### src/rtl/poly_tone_pkg.sv
// Shared constants for the polyphonic tone bank: note half-period table for a
// 50 MHz clock, octave folding for keys beyond the first eight, and a popcount.
package poly_tone_pkg;

   localparam int unsigned CLK_HZ    = 50_000_000;
   localparam int unsigned NUM_NOTES = 8;

   function automatic int unsigned base_half(input int unsigned note);
      int unsigned h;
      case (note)
         0:       h = 95556;   // C4
         1:       h = 85131;   // D4
         2:       h = 75843;   // E4
         3:       h = 71586;   // F4
         4:       h = 63776;   // G4
         5:       h = 56818;   // A4
         6:       h = 50619;   // B4
         default: h = 47778;   // C5
      endcase
      return h;
   endfunction

   // Keys past the first eight reuse the table one octave higher per group of eight.
   function automatic int unsigned half_period(input int unsigned key);
      return base_half(key % NUM_NOTES) >> (key / NUM_NOTES);
   endfunction

   function automatic int unsigned count_ones(input logic [31:0] v);
      int unsigned n;
      n = 0;
      for (int i = 0; i < 32; i++) begin
         n = n + int'(v[i]);
      end
      return n;
   endfunction

endpackage

### src/rtl/key_debounce.sv
// Two-flop synchroniser followed by a counting debouncer for one key input.
module key_debounce
   import poly_tone_pkg::*;
#(
   parameter int DB_CYCLES = 65536
) (
   input  logic clk,
   input  logic reset,
   input  logic key_raw,
   output logic deb
);

   localparam int DB_W = $clog2(DB_CYCLES);

   logic            sync1;
   logic            sync2;
   logic [DB_W-1:0] db_cnt;

   always_ff @(posedge clk or posedge reset) begin
      if (reset) begin
         sync1 <= 1'b0;
         sync2 <= 1'b0;
      end else begin
         sync1 <= key_raw;
         sync2 <= sync1;
      end
   end

   // Any cycle where the synchronised level agrees with the accepted state restarts the count.
   always_ff @(posedge clk or posedge reset) begin
      if (reset) begin
         deb    <= 1'b0;
         db_cnt <= '0;
      end else if (sync2 == deb) begin
         db_cnt <= '0;
      end else if (db_cnt == DB_W'(DB_CYCLES - 1)) begin
         deb    <= ~deb;
         db_cnt <= '0;
      end else begin
         db_cnt <= db_cnt + 1'b1;
      end
   end

endmodule

### src/rtl/poly_tone_bank.sv
// Polyphonic key-to-tone bank: debounced keys compete for MAX_VOICES slots.
// Optional OCTAVE_SHIFT_EN adds octave_up, latched per key at its grant edge.
module poly_tone_bank
   import poly_tone_pkg::*;
#(
   parameter int NUM_KEYS   = 8,
   parameter int MAX_VOICES = 4,
   parameter int DB_CYCLES  = 65536,
   parameter int CNT_W      = 17
) (
   input  logic                              clk,
   input  logic                              reset,
   input  logic [NUM_KEYS-1:0]               key_raw,
`ifdef OCTAVE_SHIFT_EN
   input  logic                              octave_up,
`endif
   output logic [NUM_KEYS-1:0]               tone_out,
   output logic [NUM_KEYS-1:0]               active_mask,
   output logic [$clog2(MAX_VOICES+1)-1:0]   voice_count,
   output logic                              overflow
);

   localparam int VC_W = $clog2(MAX_VOICES + 1);

   logic [NUM_KEYS-1:0] deb;
   logic [NUM_KEYS-1:0] grant_mask;
   logic [NUM_KEYS-1:0] rel_mask;
   logic [NUM_KEYS-1:0] mask_next;
   int                  n_cand;
   int                  free_slots;

   for (genvar i = 0; i < NUM_KEYS; i++) begin : g_key
      key_debounce #(
         .DB_CYCLES (DB_CYCLES)
      ) u_debounce (
         .clk     (clk),
         .reset   (reset),
         .key_raw (key_raw[i]),
         .deb     (deb[i])
      );
   end

   // Free slots come from the registered count, so a slot released this cycle
   // is only offered to a waiting key on the following cycle.
   always_comb begin
      grant_mask = '0;
      rel_mask   = '0;
      n_cand     = 0;
      free_slots = MAX_VOICES - int'(voice_count);
      for (int i = 0; i < NUM_KEYS; i++) begin
         if (deb[i] && !active_mask[i]) begin
            if (n_cand < free_slots) begin
               grant_mask[i] = 1'b1;
            end
            n_cand = n_cand + 1;
         end
         if (!deb[i] && active_mask[i]) begin
            rel_mask[i] = 1'b1;
         end
      end
      mask_next = (active_mask & ~rel_mask) | grant_mask;
   end

   always_ff @(posedge clk or posedge reset) begin
      if (reset) begin
         active_mask <= '0;
         voice_count <= '0;
         overflow    <= 1'b0;
      end else begin
         active_mask <= mask_next;
         voice_count <= VC_W'(count_ones(32'(mask_next)));
         overflow    <= (n_cand > free_slots);
      end
   end

   for (genvar i = 0; i < NUM_KEYS; i++) begin : g_voice
      localparam int unsigned HALF_I = half_period(i);

      logic [CNT_W-1:0] tone_cnt;
      logic [CNT_W-1:0] tone_lim;
      logic             tone_q;

`ifdef OCTAVE_SHIFT_EN
      logic oct_q;

      always_ff @(posedge clk or posedge reset) begin
         if (reset) begin
            oct_q <= 1'b0;
         end else if (grant_mask[i]) begin
            oct_q <= octave_up;
         end
      end

      assign tone_lim = oct_q ? CNT_W'((HALF_I >> 1) - 1) : CNT_W'(HALF_I - 1);
`else
      assign tone_lim = CNT_W'(HALF_I - 1);
`endif

      // Each grant restarts the waveform low so the first rise lands a full half-period later.
      always_ff @(posedge clk or posedge reset) begin
         if (reset) begin
            tone_cnt <= '0;
            tone_q   <= 1'b0;
         end else if (grant_mask[i]) begin
            tone_cnt <= '0;
            tone_q   <= 1'b0;
         end else if (!active_mask[i] || rel_mask[i]) begin
            tone_cnt <= '0;
            tone_q   <= 1'b0;
         end else if (tone_cnt == tone_lim) begin
            tone_cnt <= '0;
            tone_q   <= ~tone_q;
         end else begin
            tone_cnt <= tone_cnt + 1'b1;
         end
      end

      assign tone_out[i] = tone_q;
   end

endmodule

### config.mk
export PLATFORM = sky130hd
export DESIGN_NAME = poly_tone_bank
export DESIGN_NICKNAME = d
export VERILOG_FILES = /design/src/rtl/poly_tone_pkg.sv /design/src/rtl/key_debounce.sv /design/src/rtl/poly_tone_bank.sv
export SDC_FILE = /design/constraint.sdc
export NUM_CORES = 1
export LEC_CHECK = 0
export CELL_PAD_IN_SITES_DETAIL_PLACEMENT = 1
export CELL_PAD_IN_SITES_GLOBAL_PLACEMENT = 2
export CORE_MARGIN = 5
export CORE_UTILIZATION = 45
export DETAILED_ROUTE_END_ITERATION = 12
export HOLD_SLACK_MARGIN = 0.1
export PLACE_DENSITY_LB_ADDON = 0.1
export SLEW_MARGIN = 20
export SYNTH_ARGS = -nofsm -noshare
export SYNTH_HDL_FRONTEND = slang
export SYNTH_SLANG_ARGS = --single-unit
export TNS_END_PERCENT = 30
### constraint.sdc
create_clock -name clk -period 16.8 [get_ports clk]
set_input_delay 2.52 -clock clk [delete_from_list [all_inputs] [get_ports clk]]
set_output_delay 2.52 -clock clk [all_outputs]
set_load 0.1 [all_outputs]
==> impl_metrics.ini, run 1 <==
[timing]
fmax_mhz = 168
worstMarginPinSlew_ns = 1.07
worst_clock_skew_ns = 0.0140
slew_violations = 0
finalSetupViolations = 0
relSlewSlack_pct = 28.1
finalCriticalPeriod_ns = 5.94
rsz0062_at_grt = false
fin_tns_setup_ns = 0
final-hold-violation-count = 0
fin_crit_sh_pct = 35.3
fin_ws_ns = 10.86
hold_ws_ns = 0.346

[cts]
cts_setup_buffers = 0
h-tree-depth = 2
clock_path_buffers = 3
cts_tree = yes
cts_resized = 0
ctsHoldBuffers = 0
cts.clk_slew.worst_paths_ns = 0.06
clockRootBuffer = clkbuf_16
worstSkewPairLatency_ns = 0.52
cts.sinks = 308
cts_buffers = 37

[routing]
drt-wirelength-per-cell_um = 15.6
route.detailed.drc = 0
wl_mm = 31.5
dr.pass1.iters = 4
num_vias = 10400
routed_via_density = 5.12
drtIter0Drc = 459
ant_nets = 0

[synth]
synth.most_common_cell = nor2_1
yosys-top-cells-count = nor2_1, dfrtp_1, xor2_1
async_flop_share_pct = 100
synth_cell_types = 59
synth_edf_count = 0
yosys_warnings = 0
synthTopCellsByArea = dfrtp_1, xor2_1, nor2_1
synth_top_area_share_pct = 50.6
ys_seq_area_share_pct = 50.6
synth_area_um2 = 15200
ys_dominant_reg_cell = dfrtp_1
post_synth.cell_area_avg_um2 = 10.0
syn_inst = 1518
ys_ff_latch = 308
post-synth-top-area-cell = dfrtp_1

[global_routing]
antenna_found_initial = 0
grt_usage_pct = 16.9
busiest_layer = met2
grtUsageMet3_pct = 2.99
grt-ovfl-total = 0
grt_pass1_wl_mm = 54.7
grt_pass1_vias = 11100
use_met2_pct = 28.1
use_met1_pct = 23.3
grt_max_degree = 169

[worst_setup_path]
crit_path_end_kind = register
crit_required_ns = 17.20
cp.arrival_ns = 6.34
endpoint = voice_count[2]$_DFF_PP0_
timing.rr.end = voice_count[2]$_DFF_PP0_
startpoint = active_mask[0]$_DFF_PP0_
path_class = register to register
worst_setup_path_start_kind = register
worst-r2r-cell-count = 25
r2r-start = active_mask[0]$_DFF_PP0_
timing.critical_path.fanout_max = 5
r2r_slack_ns = 10.86

[place]
portBuffers = 29
dp.cells = 1964
placed_cell_area_um2 = 16000
dp_slack_ns = 10.87
post-dp-hpwl_mm = 21.1
place.gp.congestion = 0.748

[final_layout]
area_delta_synth_final_pct = 12.5
fin_util_pct = 51.3
num_antenna_cells = 0
stdcell_count = 2028
nets = 1630
drive_gt1_share_pct = 6.27
fill_cells = 3718
fin_area_um2 = 17100

[power]
p_int_mw = 1.22
netSwitchingFraction_pct = 21.8
powerDensity_nw_per_um2 = 90.7
clockPowerShare_pct = 49.2
p_sw_mw = 0.338
peakVddDrop_uv = 68.0
seqPwrFrac_pct = 48.5
total_leakage_power_nw = 7.67
p_comb_share_pct = 2.3
power_mw = 1.55

[die]
ios = 30
dieArea_um2 = 37700
die_y_um = 194
core_um2 = 33400
initial_core_util_pct = 45.6
rows = 67
die_width_um = 194

[min_path]
hp-start = g_key[4].u_debounce.sync1$_DFF_PP0_
holdCritPathClass = register to register

[status]
status = finished, final reports clean

[flow_run]
maxCapViolCount = 0
## logic make-up after synthesis
| group | Yosys count | synth area share [%] |
|---|---|---|
| buf+inv | 91 | 2.50 |
| xor+xnor | 260 | 15.5 |
| compound gates | 59 | 2.63 |
| simple gates | 724 | 22.5 |
| flops | 308 | 50.6 |
| other cells | 1 | 0.0246 |
| fa+ha+maj | 65 | 5.53 |
| mux | 10 | 0.739 |
## placed cells by master (no fill, tap or decap), types with 10 or more instances in the layout
master and instances:
nand2b_1 12, nor2b_1 11, inv_1 50, clkbuf_16 39, and4_1 12, ha_1 61, xor2_1 150, clkdlybuf4s50_1 29
nor2_1 326, and3_1 66, nand3_1 115, nand2_1 92, a21oi_1 16, nand4_1 39, o21ai_0 14, dfrtp_1 308
xnor2_1 103, mux2_2 10
## worst max-delay path, stage by stage (launching register included)
cell	delay, ns
dfrtp_1	0.41
nand2b_1	0.23
ha_1	0.41
xor2_1	0.27
ha_1	0.27
nand2_1	0.10
nand2_1	0.08
ha_1	0.30
nor2_1	0.10
a31o_2	0.18
inv_1	0.08
ha_1	0.29
nand2_1	0.09
o21ai_0	0.19
ha_1	0.36
mux2_2	0.31
ha_1	0.28
o211a_1	0.23
o31ai_2	0.08
a21oi_2	0.10
o21a_1	0.19
fa_1	0.50
inv_1	0.04
ha_1	0.18
fa_1	0.37
xor2_1	0.17
## worst min-delay path by stage
stage	to	slack (ns)	cells past startpoint
after floorplan	g_key[0].u_debounce.sync2$_DFF_PP0_	0.33	0
after global placement	g_key[4].u_debounce.sync2$_DFF_PP0_	0.33	0
after detailed placement	g_key[4].u_debounce.sync2$_DFF_PP0_	0.34	0
after CTS	g_key[4].u_debounce.sync2$_DFF_PP0_	0.35	0
after global routing	g_key[4].u_debounce.sync2$_DFF_PP0_	0.36	0
final	g_key[4].u_debounce.sync2$_DFF_PP0_	0.35	0
## flip-flops by register name (all words and copies together) (netlist names), 3 cells and up
| signal | count |
|---|---|
| g_key.u_debounce.deb | 8 |
| g_voice.tone_cnt | 136 |
| g_voice.tone_q | 8 |
| g_key.u_debounce.sync2 | 8 |
| active_mask | 8 |
| voice_count | 3 |
| g_key.u_debounce.sync1 | 8 |
| g_key.u_debounce.db_cnt | 128 |
## power by group through the flow
stage                     sequential [mW]  combinational [mW]  clock [mW]
after floorplan                     0.768              0.0249           0
after global placement              0.768              0.0364           0
after detailed placement            0.768              0.0372           0
after CTS                           0.754              0.0374       0.793
after global routing                0.755              0.0421       0.829
final                               0.755              0.0352       0.765
## layer usage
metal	share of wire, %	vias up
li1	-	5080
met1	48	5201
met2	47	64
met3	2.8	42
met4	1.9	0
met5	0	-
## cell type report
class	instances	area (um^2)	share of cell area, %
clock buffers	54	1110	6.49
clock inverters	10	56.3	0.328
inverters	52	208	1.21
multi-input cells	1124	7170	41.8
flip-flops and latches	308	7710	45.0
well taps	448	561	3.27
repair buffers	32	325	1.90
No activity file was read; power rests on OpenSTA's default activity.
==> run 2, diff against run 1 <==
--- a/config.mk
+++ b/config.mk
@@ -8,7 +8,7 @@
 export CELL_PAD_IN_SITES_DETAIL_PLACEMENT = 1
 export CELL_PAD_IN_SITES_GLOBAL_PLACEMENT = 2
 export CORE_MARGIN = 5
-export CORE_UTILIZATION = 45
+export CORE_UTILIZATION = 37
 export DETAILED_ROUTE_END_ITERATION = 12
 export HOLD_SLACK_MARGIN = 0.1
 export PLACE_DENSITY_LB_ADDON = 0.1
==> constraint.sdc (replaced) <==
create_clock -name clk -period 5.4 [get_ports clk]
set_input_delay 0.81 -clock clk [delete_from_list [all_inputs] [get_ports clk]]
set_output_delay 0.81 -clock clk [all_outputs]
set_load 0.1 [all_outputs]
==> impl_metrics.ini, run 2 (synthesis results as in run 1) <==
[cts]
clockRootBuffer = clkbuf_16
worstSkewPairLatency_ns = 0.55
clock_path_buffers = 3
h-tree-depth = 2
cts.sinks = 308
cts.clk_slew.worst_paths_ns = 0.06
cts_buffers = 39
cts_tree = yes

[power]
total_leakage_power_nw = 7.98
p_comb_share_pct = 2.2
clockPowerShare_pct = 52.9
powerDensity_nw_per_um2 = 292
seqPwrFrac_pct = 44.9
p_int_mw = 4.11
netSwitchingFraction_pct = 21.3
p_sw_mw = 1.11
peakVddDrop_uv = 216

[worst_setup_path]
critPathMaxStageDelay_ns = 0.51
path_class = register to register
timing.critical_path.fanout_max = 3
cp_top_family = adder cells
cp_slowest_cell = fa_1
crit_path_end_kind = register
crit_required_ns = 5.82
path_cells = nand2b_4, ha_4, xor2_2, ha_1, nand2_1, nand2_1, ha_2, and3b_1, xnor3_2, nand2_2, o31a_4, inv_2, ha_4, o211ai_1, a31o_1, a21oi_2, o21a_1, fa_1, fa_1, inv_1, ha_2, fa_2, xor2_1
cp.arrival_ns = 5.66
worst_setup_path_start_kind = register
cp_num_buf_inv = 2

[routing]
drt-wirelength-per-cell_um = 14.8
ant_nets = 0
route.detailed.drc = 0
wl_mm = 31.9
dr.pass1.iters = 4
num_vias = 10500
routed_via_density = 4.88
drtIter0Drc = 477

[timing]
fmax_mhz = 191
fin_tns_setup_ns = 0
rsz0062_at_grt = true
fin_ws_ns = 0.152
fin_crit_sh_pct = 97.2
worst_clock_skew_ns = 0.0298
final-hold-violation-count = 0
hold_ws_ns = 0.349
slew_violations = 0
relSlewSlack_pct = 28.7
finalSetupViolations = 0
finalCriticalPeriod_ns = 5.25
worstMarginPinSlew_ns = 1.07

[final_layout]
fin_area_um2 = 17900
final_cell_mix = nor2_1, dfrtp_1, xor2_1, nand3_1, xnor2_1
stdcell_count = 2157
layout_commonest_cell = nor2_1
drive_gt1_share_pct = 10.3
top_regs = g_voice.tone_cnt (136), g_key.u_debounce.db_cnt (128)
fill_cells = 4561
largest_reg_flops = 136
num_antenna_cells = 0
largest-register = g_voice.tone_cnt
nets = 1669
area_delta_synth_final_pct = 17.2

[die]
initial_core_util_pct = 37.3
dieArea_um2 = 45400
ios = 30
die_width_um = 213
core_um2 = 40800
die_y_um = 213
rows = 74

[global_routing]
grt_max_degree = 96
antenna_found_initial = 0
grt_usage_pct = 14.6
grt_pass1_vias = 11200
grt_pass1_wl_mm = 55.4
grt-ovfl-total = 0

[status]
status = finished, final reports clean

[min_path]
holdCritPathClass = register to register

[flow_run]
maxCapViolCount = 0

[place]
dp.cells = 2076
place.gp.congestion = 0.749
placed_cell_area_um2 = 16300
post-dp-hpwl_mm = 21.5
dp_slack_ns = -0.137
portBuffers = 29
## run 2: cell count changes in the layout (fill, tap and decap cells not counted), sizes merged
cell / change
clkinv: +2
clkbuf: +1
buf: +37
bufinv: +5
## run 2: routing by layer
layer | up-vias | GRT usage, % | routed length (um)
met4 | 0 | 4.33 | 710
li1 | 5161 | - | -
met1 | 5235 | 20.4 | 15800
met2 | 83 | 23.2 | 14400
met5 | - | 0 | 0
met3 | 51 | 2.67 | 969
## run 2: path summary, 6_finish.rpt
| path | start | cells after the start | slack [ns] | end |
|---|---|---|---|---|
| hold reg to reg | g_key[7].u_debounce.sync1$_DFF_PP0_ | 0 | 0.35 | g_key[7].u_debounce.sync2$_DFF_PP0_ |
| setup / recovery | active_mask[0]$_DFF_PP0_ | 23 | 0.15 | voice_count[2]$_DFF_PP0_ |
| setup reg to reg | active_mask[0]$_DFF_PP0_ | 23 | 0.15 | voice_count[2]$_DFF_PP0_ |
| hold / removal | g_key[7].u_debounce.sync1$_DFF_PP0_ | 0 | 0.35 | g_key[7].u_debounce.sync2$_DFF_PP0_ |
| min in group asynchronous | reset | 2 | 0.82 | g_voice[0].tone_q$_DFFE_PP0P_ |
| max in group asynchronous | reset | 3 | 3.62 | g_voice[1].tone_cnt[4]$_DFF_PP0_ |
## run 2: area by class of cell
type                    count  area [um^2]  area share [%]
repair buffers             69          628            3.51
inverters                  52          199            1.11
well taps                 532          666            3.72
multi-input cells        1124         7280            40.7
flip-flops and latches    308         7710            43.1
clock buffers              55         1170            6.53
clock inverters            17          225            1.26
## run 2: what timing repair did
| item | CTS | global route |
|---|---|---|
| pin swaps | 5 | 21 |
| endpoints found under the setup margin | 3 | 3 |
| resized for setup | 7 | 21 |
| setup buffers | 7 | 2 |
| hold buffers | 0 | 0 |
## run 2: power by group through the flow
stage               registers [mW]  clock network [mW]  logic, mW
finish                        2.35                2.76      0.115
global route                  2.35                2.97      0.137
CTS                           2.35                2.88      0.121
detailed placement            2.39                   0      0.120
global placement              2.39                   0      0.119
floorplan                     2.39                   0     0.0778
## run 2: stage by stage
step           power, mW  utilization [%]
6_report            5.22             43.8
5_1_grt             5.45             43.8
4_1_cts             5.35             43.5
3_5_place_dp        2.51             39.9
3_3_place_gp        2.51             39.9
2_1_floorplan       2.47                -
